**src/rtl/ram_fifo_ctrl.sv**
```systemverilog
// ram_fifo_ctrl: first-word-fall-through FIFO built on a single-port
// synchronous RAM. Reads (prefetch into a one-entry output register) take
// priority over writes on the shared RAM port; a read issued at one edge
// returns its data for capture at the next edge.
module ram_fifo_ctrl #(
  parameter int DATA_W = 8,
  parameter int ADDR_W = 4
) (
  input  logic              clk,
  input  logic              rst_n,
  // write side
  input  logic              wr_valid,
  output logic              wr_ready,
  input  logic [DATA_W-1:0] wr_data,
  // read side
  output logic              rd_valid,
  input  logic              rd_ready,
  output logic [DATA_W-1:0] rd_data,
  // status
  output logic [ADDR_W:0]   count,
  output logic              empty,
  output logic              full,
  // RAM port
  output logic              ram_we,
  output logic [ADDR_W-1:0] ram_addr,
  output logic [DATA_W-1:0] ram_din,
  input  logic [DATA_W-1:0] ram_dout
);

  localparam logic [ADDR_W:0] DEPTH = (ADDR_W+1)'(1) << ADDR_W;

  logic [ADDR_W-1:0] wptr;
  logic [ADDR_W-1:0] rptr;
  logic [ADDR_W:0]   ram_cnt;
  logic              inflight;
  logic              out_valid;
  logic [DATA_W-1:0] out_data;

  logic rd_issue;
  logic wr_fire;
  logic pop;

  // Port arbitration: prefetch a RAM word whenever the output register will be
  // free when the data returns; writes only use cycles the prefetch leaves idle.
  always_comb begin
    // NOTE: every signal driven here gets a default first so no latch is inferred.
    rd_issue = 1'b0;
    wr_ready = 1'b0;
    if (ram_cnt != '0 && !inflight && (!out_valid || rd_ready))
      rd_issue = 1'b1;
    if (rst_n && !full && !rd_issue)
      wr_ready = 1'b1;
  end

  assign full     = (ram_cnt == DEPTH);
  assign wr_fire  = wr_valid && wr_ready;
  assign pop      = out_valid && rd_ready;

  assign ram_we   = wr_fire;
  assign ram_addr = rd_issue ? rptr : wptr;
  assign ram_din  = wr_data;

  assign rd_valid = out_valid;
  assign rd_data  = out_data;

  // count is built purely from registers, so it only moves at edges or reset.
  assign count = ram_cnt + (ADDR_W+1)'(inflight) + (ADDR_W+1)'(out_valid);
  assign empty = (count == '0);

  // Pointers and RAM occupancy; a read issue and a write never share a cycle.
  always_ff @(posedge clk or negedge rst_n) begin
    if (!rst_n) begin
      wptr    <= '0;
      rptr    <= '0;
      ram_cnt <= '0;
    end else begin
      // NOTE: sequential state uses non-blocking assignments so every register
      // samples the pre-edge values regardless of statement order.
      if (rd_issue) begin
        rptr    <= rptr + ADDR_W'(1);
        ram_cnt <= ram_cnt - (ADDR_W+1)'(1);
      end else if (wr_fire) begin
        wptr    <= wptr + ADDR_W'(1);
        ram_cnt <= ram_cnt + (ADDR_W+1)'(1);
      end
    end
  end

  // In-flight read tracking and the output register; a return lands in the
  // register even when the consumer pops in the same cycle (replace).
  always_ff @(posedge clk or negedge rst_n) begin
    if (!rst_n) begin
      inflight  <= 1'b0;
      out_valid <= 1'b0;
      out_data  <= '0;
    end else begin
      inflight <= rd_issue;
      if (inflight) begin
        out_data  <= ram_dout;
        out_valid <= 1'b1;
      end else if (pop) begin
        out_valid <= 1'b0;
      end
    end
  end

endmodule

```
**config.mk**
```make
export PLATFORM = sky130hd
export DESIGN_NAME = ram_fifo_ctrl
export DESIGN_NICKNAME = d
export VERILOG_FILES = /design/src/rtl/ram_fifo_ctrl.sv
export SDC_FILE = /design/constraint.sdc
export NUM_CORES = 1
export LEC_CHECK = 0
export ABC_AREA = 1
export CORE_ASPECT_RATIO = 2
export CORE_MARGIN = 3
export CORE_UTILIZATION = 41
export DETAILED_ROUTE_END_ITERATION = 8
export HOLD_SLACK_MARGIN = 0.1
export PLACE_DENSITY = 0.76
export SYNTH_ARGS = -nofsm -noshare
export SYNTH_HDL_FRONTEND = slang
export SYNTH_SLANG_ARGS = --single-unit
```
**constraint.sdc**
```tcl
create_clock -name clk -period 1.9 [get_ports clk]
set_input_delay 0.285 -clock clk [delete_from_list [all_inputs] [get_ports clk]]
set_output_delay 0.285 -clock clk [all_outputs]
set_load 0.02 [all_outputs]
```
==> results of run 1 <==
==> worst min-delay path by stage <==
stage	startpoint	endpoint	slack (ps)
finish	rd_data[3]	rd_data[3]	470
global placement	rd_data[0]	rd_data[0]	450
CTS	rd_data[3]	rd_data[3]	480
floorplan	rst_n	inflight	-10
global route	rst_n	rd_data[7]	500
detailed placement	rd_data[3]	rd_data[3]	460
==> layer usage <==
| metal | up-vias | global-route usage [%] | share of wire (%) |
|---|---|---|---|
| li1 | 626 | - | - |
| met1 | 622 | 21.3 | 33 |
| met2 | 30 | 31.7 | 59 |
| met3 | 11 | 1.60 | 2.4 |
| met4 | 0 | 14.8 | 5.4 |
| met5 | - | 0 | 0 |
==> critical path: stages, from the launching register on <==
cell	delay (ps)
dfrtp_1	410
clkinv_4	80
fa_2	340
inv_2	80
ha_4	170
xor2_4	80
nor2_2	120
nand2_2	70
nor3_4	180
buf_6	130
==> cell usage in the layout (no fill, tap or decap), drive strengths merged <==
cell,instances
a21oi,3
buf,56
o21ai,4
clkdlybuf4s50,20
nand2,59
xnor2,3
xor2,9
dfrtp,23
nand3,10
fa,1
o22ai,1
inv,21
nor3,2
nor2,7
clkbuf,4
clkinv,2
nand4,3
ha,5
==> synth_stat cells <==
library cell and count:
xnor2_2 1, xor2_1 7, a21oi_1 1, inv_1 19, buf_4 9, nor3_1 2, dfrtp_1 23, nand2_2 1
nand3_1 9, nand2_1 53, xnor2_1 2, nand2_4 2, nor2_8 2, nand4_1 3, nor2_1 2, ha_1 5
nor2_2 1, inv_4 2, nand3_4 1, xor2_2 2, buf_6 2, a21oi_2 1, fa_1 1, a21oi_4 1
o21ai_0 4, nand2_8 2, nor2_4 2, o22ai_2 1, clkinv_1 1
==> sequential cells by signal, indices dropped and copies added, names as in the netlist <==
| name | cells |
|---|---|
| inflight | 1 |
| ram_cnt | 5 |
| rd_data | 8 |
| rd_valid | 1 |
| rptr | 4 |
| wptr | 4 |
==> logic make-up (layout without fill, tap and decap cells) <==
| family | Yosys count | after routing | share of synthesized area (%) |
|---|---|---|---|
| flops | 23 | 23 | 39.4 |
| compound gates | 8 | 8 | 4.28 |
| simple gates | 80 | 81 | 29.8 |
| fa+ha+maj | 6 | 6 | 5.65 |
| buf+inv | 33 | 103 | 12.2 |
| xor+xnor | 12 | 12 | 8.73 |
==> final cells by class <==
class / instances / area, sq um / share of cell area (%)
Clock buffer: 3 / 41.3 / 1.74
Clock inverter: 1 / 5.00 / 0.211
Inverter: 22 / 97.6 / 4.11
Multi-Input combinational cell: 107 / 891 / 37.6
Sequential cell: 23 / 579 / 24.4
Tap cell: 48 / 60.1 / 2.53
Timing Repair Buffer: 77 / 698 / 29.4
==> what timing repair did <==
item | CTS | global route
setup endpoints to repair | 15 | 16
gates resized for setup | 85 | 29
gates cloned | 1 | 0
pin swaps | 9 | 10
buffers inserted | 16 | 4
==> per-stage QoR <==
step / setup TNS (ps) / hold WS, ps / std cells
floorplan: -64.5 / -10.6 / 162
global route: -2710 / 500 / 281
CTS: -1230 / 478 / 277
detailed placement: -3840 / 460 / 257
global placement: -3600 / 454 / 257
finish: -1510 / 474 / 281
==> power breakdown <==
group	total (mW)	switching, mW	internal (mW)
sequential	1.01	0.255	0.751
clock	0.313	0.166	0.147
combinational	4.02	2.02	2.00
total	5.33	2.44	2.90
==> results.py, run 1 <==
metrics = {
    "clock_tree": {
        "numCtsBuffers": 3,
        "cts_tree": "yes",
        "cts_buffer_depth": 2,
        "cts_hold_buf": 0,
        "htree_num_levels": 1,
        "clk_pin_slew_ps": 80,
        "root_buffer": "clkbuf_8",
        "clock_sinks": 23,
        "clk_latency_ps": 270,
    },
    "setup_path": {
        "cp.arrival_ps": 1920,
        "start_kind": "register",
        "crit_type": "reg -> out",
        "reg2reg_to": "ram_cnt[4]",
        "r2r_cells": 15,
        "required_ps": 1620,
        "critPathMaxFanout": 2,
        "startpoint": "inflight",
        "r2r-start": "ram_cnt[0]",
        "crit_path_end_kind": "output pin",
        "setup.worst_path.end": "empty",
        "timing.reg2reg.setup_slack_ps": -160,
    },
    "global_route": {
        "grt_first_pass_wirelength_microns": 6090,
        "grtUsageTotal_pct": 19.6,
        "grt-ovfl-total": 0,
        "antenna_found_initial": 0,
        "grt_max_degree": 24,
        "first_global_vias": 1375,
    },
    "logic_synthesis": {
        "syn_avg_cell_area_sq_um": 9.02,
        "synth_top_area_share_pct": 39.4,
        "synth_cell_types": 29,
        "ys_seq_area_share_pct": 39.4,
        "syn_nets": 188,
        "synthTopCellsByArea": "dfrtp_1 (39%), nand2_1 (14%), inv_1 (4.9%)",
        "syn-cell-area_sq_um": 1460,
        "synth_top_area_cell": "dfrtp_1",
        "ys.warnings.count": 0,
        "synthCells": 162,
        "synth-seq-cells": 23,
    },
    "placement": {
        "dp_hpwl_microns": 2560,
        "numPortBuffers": 33,
        "preCtsSetupSlack_ps": -479,
        "post_dp_cell_area_sq_um": 2030,
        "finalWeightedCongestion": 0.912,
    },
    "power_and_ir_drop": {
        "leakage_nw": 1.16,
        "p_per_area_nw_per_um2": 2250,
        "power_mw": 5.33,
        "ir_drop_mv": 1.18,
    },
    "timing": {
        "rsz0062_at_grt": "yes",
        "fmax_mhz": 454,
        "fin_crit_sh_pct": 116,
        "slew_headroom_pct": 79.3,
        "setup_viol_count_final": 13,
        "setup_slack_ps": -302,
        "worst_pin_slew_ps": 311,
        "post-route-min-period_ps": 2200,
        "finalHoldViolCount": 0,
        "skew_ps": 8.27,
        "drv_slew": 0,
    },
    "die": {
        "die_x_microns": 48.2,
        "row_count": 30,
        "initial_utilization_pct": 42.8,
        "die_area_sq_um": 4360,
        "die_h_microns": 90.4,
        "fp.coreArea_sq_um": 3420,
        "ios": 50,
    },
    "final_layout": {
        "drive_above_1_share_pct": 48.5,
        "fin_area_sq_um": 2370,
        "utilization_pct": 69.5,
        "fillCellCount": 255,
        "antenna_cells": 0,
        "finalNetCount": 260,
        "synthToLayoutAreaGrowth_pct": 62.3,
    },
    "routing": {
        "post-route-drc-count": 0,
        "drt_first_iter_violations": 17,
        "drt-total-wl_microns": 3800,
        "vias_per_cell": 4.59,
        "routedWlPerCell_microns": 13.5,
        "drt-pass1-iter-count": 4,
        "route.vias.total": 1289,
        "antenna_left": 0,
    },
    "run_status": {
        "status": "finished, violations left",
        "violations": "negative setup slack",
    },
    "worst_hold_path": {
        "whs_path_depth": 2,
        "holdCritPathClass": "reg -> reg",
    },
    "flow_run": {
        "max_cap_viol_count": 0,
    },
}
No activity file was read; power rests on OpenSTA's default activity.
==> inputs of run 2 (changes only) <==
--- a/config.mk
+++ b/config.mk
@@ -6,8 +6,8 @@
 export NUM_CORES = 1
 export LEC_CHECK = 0
 export ABC_AREA = 1
+export CAP_MARGIN = 40
 export CORE_ASPECT_RATIO = 2
-export CORE_MARGIN = 3
 export CORE_UTILIZATION = 41
 export DETAILED_ROUTE_END_ITERATION = 8
 export HOLD_SLACK_MARGIN = 0.1
==> run 2 against run 1 <==
The flow finishes with violations (design-rule violations, negative setup slack). Critical endpoint unchanged. Clock power is 2% higher. Global-route usage increased by 2.0 points. Clock skew fell by 7.2 ps.
==> results.py, run 2 (synthesized netlist as in run 1, its figures left out) <==
metrics = {
    "run_status": {
        "status": "finished, violations left",
        "violations": "design-rule violations, negative setup slack",
    },
    "routing": {
        "drt-total-wl_microns": 3700,
        "routedWlPerCell_microns": 14.6,
        "post-route-drc-count": 2,
        "vias_per_cell": 5.12,
        "drt-pass1-iter-count": 8,
        "drt_first_iter_violations": 41,
        "antenna_left": 0,
        "route.vias.total": 1295,
    },
    "clock_tree": {
        "cts_buffer_depth": 2,
        "cts_hold_buf": 0,
        "clock_sinks": 23,
        "clk_pin_slew_ps": 90,
        "numCtsBuffers": 3,
        "root_buffer": "clkbuf_8",
        "cts_tree": "yes",
        "clk_latency_ps": 270,
        "htree_num_levels": 1,
    },
    "power_and_ir_drop": {
        "power_mw": 4.95,
        "leakage_nw": 1.08,
        "p_per_area_nw_per_um2": 2250,
        "ir_drop_mv": 0.878,
    },
    "setup_path": {
        "r2r_cells": 15,
        "slowest_stage": "dfrtp_1",
        "critPathMaxFanout": 2,
        "r2r-start": "inflight",
        "timing.reg2reg.setup_slack_ps": -160,
        "max_stage_delay_ps": 400,
        "crit_path_end_kind": "output pin",
        "cp_top_family": "adder cells",
        "start_kind": "register",
        "cp.arrival_ps": 1920,
        "crit_buf_inv": 3,
        "crit_type": "reg -> out",
        "required_ps": 1620,
        "reg2reg_to": "ram_cnt[4]",
        "path_cells": "clkinv_4 > fa_2 > inv_2 > ha_4 > nand3_4 > xor2_4 > nor3_4 > buf_6",
    },
    "global_route": {
        "grtUsageTotal_pct": 21.5,
        "grt_max_degree": 24,
        "grt_first_pass_wirelength_microns": 5980,
        "first_global_vias": 1358,
        "grt-ovfl-total": 0,
        "antenna_found_initial": 0,
    },
    "timing": {
        "drv_slew": 0,
        "skew_ps": 1.02,
        "slew_headroom_pct": 80.0,
        "worst_pin_slew_ps": 301,
        "fin_crit_sh_pct": 116,
        "setup_viol_count_final": 9,
        "rsz0062_at_grt": "yes",
        "tns_ps": -1320,
        "post-route-min-period_ps": 2210,
        "finalHoldViolCount": 0,
        "setup_slack_ps": -310,
        "fmax_mhz": 453,
    },
    "worst_hold_path": {
        "whs_path_depth": 2,
        "holdCritPathClass": "reg -> reg",
        "min_to": "rd_data[0]",
        "hp-start": "rd_data[0]",
    },
    "final_layout": {
        "largest_reg_flops": 8,
        "layout_commonest_cell": "nand2_1",
        "synthToLayoutAreaGrowth_pct": 50.2,
        "finalNetCount": 248,
        "utilization_pct": 65.0,
        "drive_above_1_share_pct": 38.9,
        "final_cell_mix": "nand2_1 (51), buf_4 (33), dfrtp_1 (20), clkdlybuf4s50_1 (20), inv_1 (17)",
        "fillCellCount": 286,
        "antenna_cells": 0,
    },
    "placement": {
        "numPortBuffers": 33,
        "dp_hpwl_microns": 2750,
        "finalWeightedCongestion": 0.809,
    },
    "die": {
        "die_area_sq_um": 3820,
        "fp.coreArea_sq_um": 3380,
        "die_x_microns": 44.2,
        "initial_utilization_pct": 43.3,
        "ios": 50,
        "die_h_microns": 86.4,
        "row_count": 30,
    },
    "flow_run": {
        "max_cap_viol_count": 0,
    },
}
## run 2: how the worst max path moves through the flow
stage                  to  depth (start not counted)      from  slack, ps
floorplan           empty                          8  rd_valid        -60
global placement    empty                          9  inflight       -430
detailed placement  empty                          9  inflight       -470
CTS                 empty                          9  inflight       -310
global route        empty                          8  inflight       -380
finish              empty                          8  inflight       -310
## run 2: through the flow
step,area [sq um],worst slack [ps],instances,hold slack [ps]
CTS,2100,-307,247,468
global placement,2000,-426,238,458
detailed placement,2000,-472,238,462
floorplan,1550,-64.5,162,-10.6
global route,2190,-378,253,497
finish,2190,-310,253,479
## run 2: layout make-up
| type | instances | area, sq um | share of cell area, % |
|---|---|---|---|
| Clock inverter | 1 | 7.51 | 0.342 |
| Tap cell | 32 | 40.0 | 1.82 |
| Multi-Input combinational cell | 106 | 851 | 38.8 |
| Clock buffer | 3 | 41.3 | 1.88 |
| Sequential cell | 23 | 579 | 26.4 |
| Inverter | 22 | 92.6 | 4.22 |
| Timing Repair Buffer | 66 | 583 | 26.6 |
## run 2: tightest hold or removal path: stages, from the launching register on
cell	delay (ps)
dfrtp_1	360
nand2_1	50
nand2_1	40
## run 2: where the power goes
| group | switching, mW | internal (mW) | leakage (nW) | total (mW) |
|---|---|---|---|---|
| sequential | 0.250 | 0.751 | 0.274 | 1.00 |
| clock | 0.172 | 0.149 | 0.0217 | 0.320 |
| combinational | 1.90 | 1.72 | 0.788 | 3.62 |
| total | 2.33 | 2.62 | 1.08 | 4.95 |
## run 2: timing repair
item                                    in CTS  in global routing
pin swaps                                    6                  7
endpoints found under the setup margin      16                 16
buffers inserted                             5                  6
gates resized for setup                     68                 14
## run 2: routing by layer
layer	global-route usage (%)	part of all wire, %
met5	0	0
met4	16.0	6.3
met1	21.1	32
met3	1.25	2.5
met2	39.6	59
